**config.mk**
```make
export PLATFORM = sky130hd
export DESIGN_NAME = spi_burst_sequencer
export DESIGN_NICKNAME = d
export VERILOG_FILES = /design/src/rtl/spi_burst_sequencer.sv
export SDC_FILE = /design/constraint.sdc
export NUM_CORES = 1
export LEC_CHECK = 0
export ABC_AREA = 1
export CAP_MARGIN = 10
export CORE_ASPECT_RATIO = 1.1
export CORE_MARGIN = 1
export CORE_UTILIZATION = 54
export CTS_CLUSTER_DIAMETER = 40
export DETAILED_ROUTE_END_ITERATION = 16
export PLACE_DENSITY = 0.76
export SLEW_MARGIN = 10
export SYNTH_ARGS = -nofsm -noshare
export SYNTH_HDL_FRONTEND = slang
export SYNTH_SLANG_ARGS = --single-unit
export TNS_END_PERCENT = 30
```
**constraint.sdc**
```tcl
create_clock -name i_clk -period 1.9 [get_ports i_clk]
set_input_delay 0.38 -clock i_clk [delete_from_list [all_inputs] [get_ports i_clk]]
set_output_delay 0.38 -clock i_clk [all_outputs]
set_load 0.01 [all_outputs]
```
**src/rtl/spi_burst_sequencer.sv**
```systemverilog
// Burst feeder for a byte-wide SPI master: TX FIFO -> SPI handshake -> RX FIFO.
// Host preloads TX words, then a burst command moves len words through the master.
module spi_burst_sequencer #(
  parameter int DATA_N_BIT = 8,
  parameter int N_SLAVES   = 1,
  parameter int FIFO_DEPTH = 16,
  parameter int MAX_BURST  = 16,
  localparam int SLV_W = (N_SLAVES > 1) ? $clog2(N_SLAVES) : 1,
  localparam int LVL_W = $clog2(FIFO_DEPTH + 1),
  localparam int LEN_W = $clog2(MAX_BURST + 1)
) (
  input  logic                  i_clk,
  input  logic                  i_async_rst,
  input  logic [DATA_N_BIT-1:0] i_wr_data,
  input  logic                  i_wr_valid,
  output logic                  o_wr_ready,
  input  logic                  i_start,
  input  logic [LEN_W-1:0]      i_burst_len,
  input  logic [SLV_W-1:0]      i_slave_num,
  output logic                  o_busy,
  output logic                  o_done,
  output logic                  o_start_err,
  output logic [DATA_N_BIT-1:0] o_rd_data,
  output logic                  o_rd_valid,
  input  logic                  i_rd_ready,
  output logic [LVL_W-1:0]      o_tx_level,
  output logic [LVL_W-1:0]      o_rx_level,
  output logic                  o_rx_overflow,
  output logic [SLV_W-1:0]      o_spi_slave_num,
  output logic [DATA_N_BIT-1:0] o_spi_tx_data,
  output logic                  o_spi_tx_data_valid,
  input  logic                  i_spi_tx_ready,
  input  logic [DATA_N_BIT-1:0] i_spi_rx_data,
  input  logic                  i_spi_rx_data_valid
);

  localparam int AW = $clog2(FIFO_DEPTH);

  typedef enum logic [1:0] {
    IDLE,
    ISSUE,
    WAIT_RX,
    DONE
  } state_t;

  state_t state, state_nx;

  logic [DATA_N_BIT-1:0] tx_mem [FIFO_DEPTH];
  logic [DATA_N_BIT-1:0] rx_mem [FIFO_DEPTH];
  logic [AW-1:0]         tx_wp, tx_rp, rx_wp, rx_rp;
  logic [LVL_W-1:0]      tx_lvl, rx_lvl;
  logic [LEN_W-1:0]      rem;

  logic cmd_ok, accept, reject;
  logic tx_push, tx_pop, rx_cap, rx_push, rx_pop, rx_full;

  assign cmd_ok = (i_burst_len != '0)
               && (32'(i_burst_len) <= MAX_BURST)
               && (32'(tx_lvl) >= 32'(i_burst_len));

  always_comb begin
    state_nx = state;
    accept   = 1'b0;
    reject   = 1'b0;
    tx_pop   = 1'b0;
    rx_cap   = 1'b0;
    unique case (state)
      IDLE: begin
        if (i_start) begin
          if (cmd_ok) begin
            accept   = 1'b1;
            state_nx = ISSUE;
          end else begin
            reject = 1'b1;
          end
        end
      end
      ISSUE: begin
        if (i_spi_tx_ready) begin
          tx_pop   = 1'b1;
          state_nx = WAIT_RX;
        end
      end
      WAIT_RX: begin
        if (i_spi_rx_data_valid) begin
          rx_cap   = 1'b1;
          state_nx = (rem == LEN_W'(1)) ? DONE : ISSUE;
        end
      end
      DONE:    state_nx = IDLE;
      default: state_nx = IDLE;
    endcase
  end

  always_ff @(posedge i_clk or posedge i_async_rst) begin
    if (i_async_rst) begin
      state           <= IDLE;
      rem             <= '0;
      o_spi_slave_num <= '0;
      o_start_err     <= 1'b0;
    end else begin
      state       <= state_nx;
      o_start_err <= reject;
      if (accept) begin
        rem             <= i_burst_len;
        o_spi_slave_num <= i_slave_num;
      end else if (rx_cap) begin
        rem <= rem - LEN_W'(1);
      end
    end
  end

  // TX FIFO: host pushes, the ISSUE handshake pops
  assign o_wr_ready = (tx_lvl != LVL_W'(FIFO_DEPTH));
  assign tx_push    = i_wr_valid && o_wr_ready;

  always_ff @(posedge i_clk) begin
    if (tx_push) tx_mem[tx_wp] <= i_wr_data;
  end

  always_ff @(posedge i_clk or posedge i_async_rst) begin
    if (i_async_rst) begin
      tx_wp  <= '0;
      tx_rp  <= '0;
      tx_lvl <= '0;
    end else begin
      if (tx_push) tx_wp <= tx_wp + AW'(1);
      if (tx_pop)  tx_rp <= tx_rp + AW'(1);
      unique case ({tx_push, tx_pop})
        2'b10:   tx_lvl <= tx_lvl + LVL_W'(1);
        2'b01:   tx_lvl <= tx_lvl - LVL_W'(1);
        default: tx_lvl <= tx_lvl;
      endcase
    end
  end

  // RX FIFO: a capture into a full FIFO is dropped and flagged
  assign rx_full  = (rx_lvl == LVL_W'(FIFO_DEPTH));
  assign rx_push  = rx_cap && !rx_full;
  assign rx_pop   = o_rd_valid && i_rd_ready;

  always_ff @(posedge i_clk) begin
    if (rx_push) rx_mem[rx_wp] <= i_spi_rx_data;
  end

  always_ff @(posedge i_clk or posedge i_async_rst) begin
    if (i_async_rst) begin
      rx_wp         <= '0;
      rx_rp         <= '0;
      rx_lvl        <= '0;
      o_rx_overflow <= 1'b0;
    end else begin
      if (rx_push) rx_wp <= rx_wp + AW'(1);
      if (rx_pop)  rx_rp <= rx_rp + AW'(1);
      if (rx_cap && rx_full) o_rx_overflow <= 1'b1;
      unique case ({rx_push, rx_pop})
        2'b10:   rx_lvl <= rx_lvl + LVL_W'(1);
        2'b01:   rx_lvl <= rx_lvl - LVL_W'(1);
        default: rx_lvl <= rx_lvl;
      endcase
    end
  end

  // data outputs are gated so nothing uninitialised leaks out of the RAMs
  assign o_rd_valid          = (rx_lvl != '0);
  assign o_rd_data           = o_rd_valid ? rx_mem[rx_rp] : '0;
  assign o_spi_tx_data_valid = (state == ISSUE);
  assign o_spi_tx_data       = o_spi_tx_data_valid ? tx_mem[tx_rp] : '0;
  assign o_busy              = (state != IDLE);
  assign o_done              = (state == DONE);
  assign o_tx_level          = tx_lvl;
  assign o_rx_level          = rx_lvl;

endmodule

```
**Yosys cells after proc, flatten, opt, wreduce, memory -nomap -nowiden**

Memory sizes are Yosys's and may differ from the RTL's.
Cells that the tools add are included.

- Mux-type cells: 26
- Order comparisons: 2
- Eq/ne operators: 14
- Reductions and logical operators: 15
- Add/sub/neg operators: 9

Operators with widths:

| cell | number |
|---|---|
| $pmux W5 S2 | 2 |
| $add A4 B1 Y4 const B | 4 |
| $mux W8 | 2 |
| $sub A5 B1 Y5 const B | 3 |
| $mux W1 | 14 |
| $add A5 B1 Y5 const B | 2 |
| $mux W2 | 5 |
| $mux W5 | 2 |
| $reduce_bool A5 Y1 | 2 |
| $eq A2 B2 Y1 const B | 4 |
| $pmux W2 S4 | 1 |
| $reduce_bool A2 Y1 | 4 |
| $eq A2 B1 Y1 const B | 3 |
| $logic_and A1 B1 Y1 | 6 |
| $ne A2 B2 Y1 const B | 3 |
| $eq A5 B1 Y1 const B | 1 |
| $eq A5 B5 Y1 const B | 1 |
| $ge A5 B5 Y1 | 1 |
| $le A5 B5 Y1 const B | 1 |
| $ne A5 B5 Y1 const B | 1 |
| $reduce_and A4 Y1 | 1 |
| $logic_not A2 Y1 | 1 |
| $ne A2 B1 Y1 const B | 1 |
| $logic_not A1 Y1 | 1 |

- Word-level logic and storage cells: 79
- Input port bits: 29
- RAM bits: 256
- Memories: 2
- Register bits after elaboration: 36
- Output and inout port bits: 34

Memory list:

| memory | depth | width | read ports | clocked after Yosys merged registers in | write ports | line | source |
|---|---|---|---|---|---|---|---|
| rx_mem | 16 | 8 | 1 | 0 | 1 | 49 | `logic [DATA_N_BIT-1:0] rx_mem [FIFO_DEPTH];` |
| tx_mem | 16 | 8 | 1 | 0 | 1 | 48 | `logic [DATA_N_BIT-1:0] tx_mem [FIFO_DEPTH];` |

**Longest topological paths before layout**

- Word-level depth: 7
- Mapped depth: 17
- Depth with buffers taken out: 17

**Worst setup path before layout**

Ideal clock, no wire load.

- Path kind: reg2reg
- Start point: reg rx_lvl[0] (netlist: o_rx_level[0])
- End point: reg rx_lvl[4] (netlist: o_rx_level[4])
- Data arrival time: 2.119 ns
- Stages on the path, launching flop included: 18
- Path buffers: 0
- Slack: -0.336 ns
- Data required time: 1.784 ns
- Cells stage by stage: dfrtp_1 nor2_1 nand3_1 nor2_4 inv_2 nand2_1 inv_2 ha_1 xor2_1 ha_1 inv_1 nand2_1 nand3_1 nand2_1 nand2_1 nand2_1 nand2_1 nand2_1

- Elaborated cells on any way between the ends: 11

RTL lines:

| item | line | source |
|---|---|---|
| from (decl) | 51 | `logic [LVL_W-1:0] tx_lvl, rx_lvl;` |
| from (signal assigned) | 157 | `2'b10: rx_lvl <= rx_lvl + LVL_W'(1);` |
| from (signal assigned) | 158 | `2'b01: rx_lvl <= rx_lvl - LVL_W'(1);` |
| from (signal assigned) | 159 | `default: rx_lvl <= rx_lvl;` |
| $reduce_bool A5 Y1 (*) | 165 | `assign o_rd_valid = (rx_lvl != '0);` |
| named net o_rd_valid | 24 | `output logic o_rd_valid,` |
| $logic_and A1 B1 Y1 (*) | 140 | `assign rx_pop = o_rd_valid && i_rd_ready;` |
| named net rx_pop | 55 | `logic tx_push, tx_pop, rx_cap, rx_push, rx_pop, rx_full;` |
| $eq A2 B1 Y1 / $eq A2 B2 Y1 (equally long branches) | 156 | `unique case ({rx_push, rx_pop})` |
| $pmux W5 S2 / $reduce_bool A2 Y1 (equally long branches) | -- |  |

The timed path passes the listed nets; every way through them passes the cells marked *.
A chain may end at the register's enable or synchronous reset.

**Final worst setup path**

- Start point: reg rx_rp[0]
- End point: out o_rd_data[7]

- Word-level cells in the longest chain between the ends: 2

RTL lines:

| item | line | source |
|---|---|---|
| from (decl) | 50 | `logic [AW-1:0] tx_wp, tx_rp, rx_wp, rx_rp;` |
| from (signal assigned) | 154 | `if (rx_pop) rx_rp <= rx_rp + AW'(1);` |
| $mem_v2 Z16 W8 | -- |  |
| $mux W8 | 166 | `assign o_rd_data = o_rd_valid ? rx_mem[rx_rp] : '0;` |
| to (decl) | 23 | `output logic [DATA_N_BIT-1:0] o_rd_data,` |

No other way between the ends.

==> out/summary.txt <==
Max-cap violations: 0
Top post-synthesis cells by area: edfxtp_1 60%, nand2_1 11%, dfrtp_1 7.1%
Clk_lat worst skew: 0.53 ns
DRT Wirelength: 35.3 mm
Initial antenna violation count: 0
Cell family with most CP delay: buffers and inverters
Mean area per synthesized cell: 10.7 um2
Min cycle time layout: 2.68 ns
# diodes: 0
Critical path peak fanout: 6
Area of placed instances: 14600 um2
Status: finished with violations
Sink Count: 292
Worst r2r dst: o_rx_level[4]$_DFFE_PP0P_
Nets: 1450
Max clock buf depth: 3
H-Tree Depth: 2
Vias post-DR: 9823
Max rail drop VDD: 1220 uV
Clk root buf: clkbuf_16
Largest net degree at the start of global routing: 33
Routed Antenna Nets: 0
Cts hold-fix bufs: 0
Synth unique cells: 24
F_max: 373 MHz
Syn_nets: 1239
Failing checks: setup timing
Slew Viols, Final: 0
Launch point of the worst reg-to-reg path: o_rx_level[3]$_DFFE_PP0P_
Worst setup margin: -0.781 ns
Top-area cell type share of the netlist area: 60.5%
Worst clock skew: 0.0306 ns
Placed insts: 1620
Worst EP arrival: 2.30 ns
Final hold vios: 0
DR iter-0 viols: 981
Gr ovfl total: 0
Mapped cell area: 12700 um2
Critical path buffer and inverter count: 4
Pwr dens: 1590 nW/um2
Crit path cell chain: clkinv_4, buf_12, clkbuf_16, nand2_1, nand3_1, nand3_2, nand2_1, nand2_1, a21oi_2, buf_2
Worst Setup End Kind: primary output
FF-to-FF setup slack: -0.11 ns
Gate Count Post-Synth: 1185
R2R depth: 15
Non-filler cells, final: 1723
Die area: 24100 um2
Die H: 163 um
Sequential share of the synthesized area: 67.6%
Worst Tran Pin Value: 0.688 ns
Most frequent CP cell: nand2_1
Detailed Routing Iterations Pass 1: 5
Slowest stage cell, crit path: dfrtp_2
Core area: 23000 um2
CTS Buf Count: 36
DR WL/cell: 20.5 um
Port bufs: 62
Setup CP Type: register to primary output
Reg clk slew, reported paths: 0.07 ns
FF+latch count, synth: 292
Fin crit share: 141%
CP Data Required Time: 1.52 ns
Number of setup violations in the final report: 21
CTS tree: built
Cell taking the most area after synthesis: edfxtp_1
Initial Utilization: 55.2%
Setup crit start kind: register
Vias in the first global route: 9664
# DRC: 0
Filler cells: 1393
Static Leak: 0.00695 uW
Via/cell ratio: 5.70
Hpwl dp: 18.8 mm
# rows: 58
Design Area, Final: 17000 um2
Die W: 148 um
Ys Warns: 0
RSZ-0062 raised after global routing: yes
Pre-CTS setup slack: -0.404 ns
Placer Congestion: 0.860
Share of cells above drive strength 1: 27.5%
I/O Pins: 63
Area grow syn2layout: 33.6%
Total GRT Usage: 28.6%
HP Class: primary input to asynchronous set/reset pin
Global-route wire length before repair: 51.8 mm
Max_slew headroom: 54.0%
Crit-path max cell delay: 0.47 ns
-- state kept, by name, indices dropped and copies added (netlist names) --
signal           cells
state                2
o_spi_slave_num      1
o_rx_level           5
rx_wp                4
rx_mem             128
o_tx_level           5
o_rx_overflow        1
tx_mem             128
rx_rp                4
rem                  5
tx_wp                4
o_start_err          1
tx_rp                4
-- kinds of logic after synthesis --
family | after synthesis | share of synthesized area, %
AO/OA/AOI/OAI | 70 | 2.88
XOR/XNOR | 23 | 1.59
adder cells (fa/ha/maj) | 25 | 2.46
buffers and inverters | 110 | 3.84
flip-flops | 292 | 67.6
AND/OR/NAND/NOR | 665 | 21.7
-- repair_timing --
action | in CTS | in global routing
hold endpoints to repair | 0 | 0
pin swaps | 41 | 44
cloned | 13 | 4
resized for setup | 180 | 116
buffers inserted | 19 | 6
endpoints found under the setup margin | 38 | 34
-- area by class of cell --
| type | instances | area (um2) | area share (%) |
|---|---|---|---|
| well taps | 300 | 375 | 2.21 |
| clock buffers | 44 | 952 | 5.61 |
| inverters | 59 | 234 | 1.38 |
| clock inverters | 21 | 169 | 0.995 |
| repair buffers | 224 | 2330 | 13.8 |
| multi-input cells | 783 | 4320 | 25.4 |
| flip-flops and latches | 292 | 8590 | 50.6 |
-- cell usage in the layout, fill, tap and decap left out, types with 5 or more instances in the layout --
cell type          n
nand3_1          106
dlygate4sd2_1     12
dfrtp_1           33
edfxtp_1         256
nand2_2           37
clkdlybuf4s50_1   32
clkbuf_1           7
nand3_2           61
nand3_4            5
xor2_1            15
a21oi_1            5
clkinv_2           5
o21ai_0           23
o21ai_1           17
nand2_1          329
buf_4            119
nand2_4            6
buf_12            21
inv_1             48
nor2_2             8
buf_6              6
nor2_1           100
ha_1              21
a21oi_2           15
buf_2             15
clkinv_1           9
nand4_1            5
inv_6              5
clkbuf_16         41
buf_16             9
-- Yosys cell counts --
cell	instances
buf_4	12
nand3_1	172
clkbuf_1	11
nand2_1	369
nor2_1	110
o21ai_1	1
buf_1	4
o21ai_0	43
nand4_1	5
buf_2	24
edfxtp_1	256
o21bai_1	3
ha_1	25
inv_2	5
xor2_1	19
dfrtp_1	36
nand2_2	3
xnor2_1	4
nor3_1	4
a21boi_0	3
inv_1	50
nor2_4	2
a21oi_1	20
clkinv_1	4
-- per-layer routing --
layer,up-vias,track usage [%],part of all wire (%)
met4,0,12.9,4.5
met1,4660,33.6,35
met3,128,4.96,8.7
li1,4462,-,-
met5,-,0,0
met2,573,51.0,51
-- worst max-delay path by stage --
stage,to,from,depth (start not counted),slack [ns]
2_1_floorplan,o_rx_level[4]$_DFFE_PP0P_,o_rx_level[3]$_DFFE_PP0P_,15,-0.21
3_3_place_gp,o_spi_tx_data[1],tx_rp[0]$_DFFE_PP0P_,9,-0.38
3_5_place_dp,o_spi_tx_data[1],tx_rp[0]$_DFFE_PP0P_,9,-0.40
4_1_cts,o_spi_tx_data[4],tx_rp[0]$_DFFE_PP0P_,9,-0.53
5_1_grt,o_rd_data[7],rx_rp[0]$_DFFE_PP0P_,10,-0.78
6_report,o_rd_data[7],rx_rp[0]$_DFFE_PP0P_,10,-0.78
-- metrics by stage --
step / hold WS [ns] / setup TNS, ns / utilization [%] / power (uW)
floorplan: 0.479 / -0.655 / - / 13500
global placement: 0.472 / -36.69 / 63.3 / 16900
detailed placement: 0.486 / -41.29 / 63.3 / 17200
CTS: 0.170 / -8.50 / 71.7 / 25600
global route: 0.200 / -11.72 / 73.8 / 28200
finish: 0.161 / -9.84 / 73.8 / 26900
-- power by group --
group / switching (uW) / total [uW] / internal [uW]
Combinational: 7040 / 12400 / 5340
Sequential: 448 / 8120 / 7670
Clock: 2680 / 6450 / 3770
Note: power is estimated with default switching activity, not from simulation.
==> edit 1, RTL diff (config.mk and constraints unchanged) <==
The parameter `MAX_BURST` goes from 16 to 8.
--- a/src/rtl/spi_burst_sequencer.sv
+++ b/src/rtl/spi_burst_sequencer.sv
@@ -6,3 +6,3 @@
   parameter int FIFO_DEPTH = 16,
-  parameter int MAX_BURST  = 16,
+  parameter int MAX_BURST  = 8,
   localparam int SLV_W = (N_SLAVES > 1) ? $clog2(N_SLAVES) : 1,
Ports: changed (resized i_burst_len); port bits go from 63 to 62. No check against the original RTL was run, so the function may have changed too.
==> edit 1 against the original RTL <==
The run still ends with setup timing left; core utilization is 1.2 points lower; clock skew fell by 3.7 ps; final cell count fell by 1.3%; critical endpoint is now o_rd_data[3]; register-to-register slack got worse by 30 ps; design area is 1.6% lower; global-route usage is 2.2 points lower; via count shrank 1.9%; synthesized area is 0.45% higher; largest power group unchanged; sequential cell count decreased by 1; setup slack better by 160 ps; routed wire length is 6.9% lower; total power fell by 2.1%.
==> edit 1: results <==
[status]
status = finished, violations left
failed_checks = setup timing

[synth]
synth_common_cells = 298 x nand2_1, 256 x edfxtp_1, 167 x nand3_1
netlist-cell-type-count = 32
seq_area_frac_synth = 0.671
syn_area_per_cell_um2 = 11.0
synth_edf_count = 256
async_reset_ff_frac = 0.120
synthTopCellsByArea = edfxtp_1 60%, nand2_1 8.8%, dfrtp_1 6.9%, nand3_1 6.5%, nor2_1 3.5%
syn-num-nets = 1216

[place]
port_buffers = 61
dp_cells = 1598
dp_hpwl_mm = 19.2
gp_congestion = 0.861

[critical_path]
slowest_delay_ps = 520
cp.arrival_ps = 2140
cp_top_family = flip-flops
cp_max_fo = 7

[cells_and_area]
multi_input_gates = 740
nFlopsAndLatches = 291
fin_cells = 1701
drive_above_1_share = 0.257
seq_share = 0.513
nClkBuffers = 39
final_nets = 1424
final-nonclk-buf-share = 0.129
fill_cells = 1476
multi_input_area_share = 0.241
clkCellAreaFrac = 0.0744
buffers = 219
inv_count = 83

[global_route]
antenna_found_initial = 0
grt_pass1_wl_mm = 48.3
grt_pass1_vias = 9299
grt_start_max_net_pins = 36
grt_usage = 0.263

[sta]
setup_viol = 21
tns_ps = -9830
relSlewSlack = 0.571
setup_ws_ps = -618
fin_skew_ps = 26.9

[clock_network]
cts-buffers-inserted = 37
cts_max_path_buffers = 3

[detailed_routing]
first_iter_violations = 999
vias_per_cell = 5.67
drt-total-wl_mm = 32.8

[power_and_ir_drop]
ir_drop_uv = 1070
leakage_uw = 0.00681

[worst_hold_path]
hold_path.class = input port to asynchronous set/reset pin
## edit 1: cell types whose count changed after synthesis, sizes merged, moves of 2 or more
cell and delta:
buf +2, clkbuf -2, inv +22, nand2 -65, nand3 -4, nand4 -2, nor2 +11, o211ai +20
## edit 1: repair_timing
item / CTS / global route
endpoints found under the hold margin: 0 / 0
gates resized for setup: 149 / 75
cloned: 5 / 9
pin swaps: 32 / 42
setup endpoints to repair: 37 / 25
buffers inserted: 13 / 11
## edit 1: path summary, 6_finish.rpt
| path | startpoint | endpoint | slack (ps) | cells after the start |
|---|---|---|---|---|
| min reg2reg | o_rx_overflow$_DFFE_PP0P_ | o_rx_overflow$_DFFE_PP0P_ | 490 | 1 |
| max | rx_rp[0]$_DFFE_PP0P_ | o_rd_data[3] | -620 | 9 |
| min | i_async_rst | rx_rp[2]$_DFFE_PP0P_ | 300 | 3 |
| max reg2reg | o_rx_level[3]$_DFFE_PP0P_ | o_rx_level[4]$_DFFE_PP0P_ | -140 | 15 |
| min in group i_clk | i_slave_num | o_spi_slave_num$_DFFE_PP0P_ | 430 | 3 |
| max in group asynchronous | i_async_rst | o_rx_level[0]$_DFFE_PP0P_ | 1210 | 3 |
## edit 1: per-stage QoR
| stage | setup slack, ps | cell area (µm²) | power [µW] | hold slack, ps |
|---|---|---|---|---|
| 3_3_place_gp | -420 | 14500 | 17000 | 461 |
| 3_5_place_dp | -439 | 14500 | 17300 | 462 |
| 5_1_grt | -656 | 16700 | 27700 | 366 |
| 6_report | -618 | 16700 | 26400 | 304 |
| 4_1_cts | -576 | 16200 | 25000 | 313 |
| 2_1_floorplan | -213 | 12800 | 13700 | 479 |
## edit 1: power breakdown
group | leakage (µW) | switching [µW] | internal [µW] | total, µW
Combinational | 0.00347 | 6490 | 4900 | 11400
Clock | 0.000609 | 2800 | 4120 | 6920
Sequential | 0.00273 | 434 | 7640 | 8070
## edit 1: cells by family (layout without fill, tap and decap cells)
kind of cell    Yosys count  after routing  share of synthesized area
fa+ha+maj                24             24                     0.0235
compound gates           90             90                     0.0404
buf+inv                 133            370                     0.0493
xor+xnor                 22             22                     0.0151
simple gates            604            604                      0.201
flops                   291            291                      0.671
## edit 1: per-layer routing
layer,global-route usage,up-vias,wire [µm]
met5,0,-,0
met1,0.301,4613,11900
li1,-,4390,-
met3,0.0397,124,2110
met2,0.482,510,17200
met4,0.122,0,1700
## edit 1: worst register-to-register path, stage by stage (launching register included)
cell and delay (ps):
dfrtp_1 380, nor2_2 150, nand3_2 110, nor2_4 130, inv_2 50, nand2_2 100
inv_4 50, ha_4 180, ha_1 310, inv_1 70, o21bai_1 130, inv_1 60
nand3_1 80, nand2_1 50, nand2_1 50, nand2_1 50
==> edit 2, RTL diff (same flow settings) <==
Without the edit above. Re-encode `state_t` (4 states) as one-hot, 4 bits wide.
--- a/src/rtl/spi_burst_sequencer.sv
+++ b/src/rtl/spi_burst_sequencer.sv
@@ -38,7 +38,7 @@
 
-  typedef enum logic [1:0] {
-    IDLE,
-    ISSUE,
-    WAIT_RX,
-    DONE
+  typedef enum logic [3:0] {
+    IDLE    = 4'b0001,
+    ISSUE   = 4'b0010,
+    WAIT_RX = 4'b0100,
+    DONE    = 4'b1000
   } state_t;
Check against the original RTL: same outputs for any inputs over 4 cycles, from zero or initial values and one cycle with i_async_rst high; so few cycles prove little.
==> edit 2 against the original RTL <==
The flow still finishes with violations (setup timing); via count up 0.67%; sequential power barely moved; design area up 3.0%; hold slack worse by 41 ps; non-clock buffer count is 11 higher; synthesized area grew 1.7%; total power rose by 0.71%; largest cell class unchanged; routed wire length is 1.1% lower; core utilization is 0.49 points higher; first-iteration DRC count down 7.6%; clock skew shrank 5.1 ps; setup slack better by 190 ps; sequential cell count increased by 2.
==> edit 2: results <==
[global_route]
grt_start_max_net_pins = 33
grt_pass1_wl_mm = 51.0
antenna_found_initial = 0
grt_pass1_vias = 9810
grt_usage = 0.273

[critical_path]
r2r_cells = 16
rrSetupSlack_ps = -180
rr_startpoint = state[1]$_DFFE_PP0P_
cp.arrival_ps = 2110
cp_max_fo = 8
reg2reg_to = o_rx_level[4]$_DFFE_PP0P_

[synth]
synth_ff_type = edfxtp_1
netlist-cell-type-count = 33
ys_warn_count = 0
synth_common_cells = 313 x nand2_1, 256 x edfxtp_1, 158 x nand3_1
synth_edf_count = 256
seq_area_frac_synth = 0.669
synthTopCellsByArea = edfxtp_1 59%, nand2_1 9.1%, dfrtp_1 7.2%, nand3_1 6.1%, nor2_1 3.8%
syn-num-nets = 1247
async_reset_ff_frac = 0.129

[detailed_routing]
dr.pass1.iters = 7
first_iter_violations = 906
wl_per_cell_um = 20.0
vias_per_cell = 5.67

[sta]
fin_crit_sh = 1.31
hold_slack_ps = 121
relSlewSlack = 0.543
tns_ps = -9330
setup_ws_ps = -586
setup_viol = 23
fin_skew_ps = 25.5

[clock_network]
clock_latency_ps = 520
root_buffer = clkbuf_16
cts_max_path_buffers = 3
htree_levels = 2
path_clk_slew_ps = 60
cts-buffers-inserted = 35

[power_and_ir_drop]
leakage_uw = 0.00702
ir_drop_uv = 1260
p_sw_uw = 10100

[cells_and_area]
fill_cells = 1374
drive_above_1_share = 0.322
top_regs = rx_mem (128), tx_mem (128)
final_nets = 1468
diodes = 0

[status]
status = finished, violations left
failed_checks = setup timing

[worst_hold_path]
hold_path.class = input port to asynchronous set/reset pin

[place]
dp_hpwl_mm = 18.9
dpl-instance-area_mm2 = 0.0147
port_buffers = 62
gp_congestion = 0.830
[edit 2: area by class of cell]
cell class / count / area, µm² / area share
Sequential cell: 294 / 8640 / 0.494
Multi-Input combinational cell: 769 / 4590 / 0.262
Timing Repair Buffer: 235 / 2420 / 0.138
Inverter: 79 / 310 / 0.0177
Clock inverter: 16 / 164 / 0.00937
Tap cell: 305 / 382 / 0.0218
Clock buffer: 47 / 982 / 0.0562
[edit 2: power by group through the flow]
stage	combinational, µW	sequential [µW]	clock [µW]
floorplan	5370	8210	0
global placement	8700	8140	0
detailed placement	8950	8160	0
CTS	11000	8080	6580
global route	13400	8160	6860
finish	12500	8110	6560
[edit 2: worst max path at each step]
stage                                   start                        end
floorplan           o_rx_level[3]$_DFFE_PP0P_  o_rx_level[4]$_DFFE_PP0P_
global placement          i_spi_rx_data_valid  o_rx_level[3]$_DFFE_PP0P_
detailed placement       rx_rp[0]$_DFFE_PP0P_               o_rd_data[4]
CTS                      tx_rp[0]$_DFFE_PP0P_           o_spi_tx_data[6]
global route             tx_rp[0]$_DFFE_PP0P_           o_spi_tx_data[6]
finish                   rx_rp[0]$_DFFE_PP0P_               o_rd_data[6]
[edit 2: worst max-delay path, cell delays in order, from the launching register on]
cell	delay, ps
dfrtp_2	450
clkinv_4	130
buf_12	120
buf_12	120
nand2_1	70
nand3_1	120
nand3_2	90
nand2_1	110
nand2_1	80
a21oi_2	140
buf_2	140
[edit 2: metrics by stage]
step                      instances  worst slack [ps]
after global placement         1630              -347
after floorplan                1193              -213
after detailed placement       1630              -404
after CTS                      1735              -564
final                          1745              -586
after global routing           1745              -706
[edit 2: kinds of logic after synthesis]
kind of cell             synth area share
flip-flops                          0.669
AO/OA/AOI/OAI                      0.0399
AND/OR/NAND/NOR                     0.204
adder cells (fa/ha/maj)            0.0242
XOR/XNOR                           0.0156
buffers and inverters              0.0473
[edit 2: per-layer routing]
metal	track usage	vias up	routed length, µm
li1	-	4507	-
met1	0.331	4765	13000
met2	0.486	499	18000
met3	0.0417	118	2600
met4	0.111	0	1300
met5	0	-	0
[edit 2: timing repair]
item                       4_1_cts  5_1_grt
setup endpoints to repair      158      101
setup buffers                   30       14
pin swaps                       72       86
gates resized for setup        246      155
cloned                          12        4
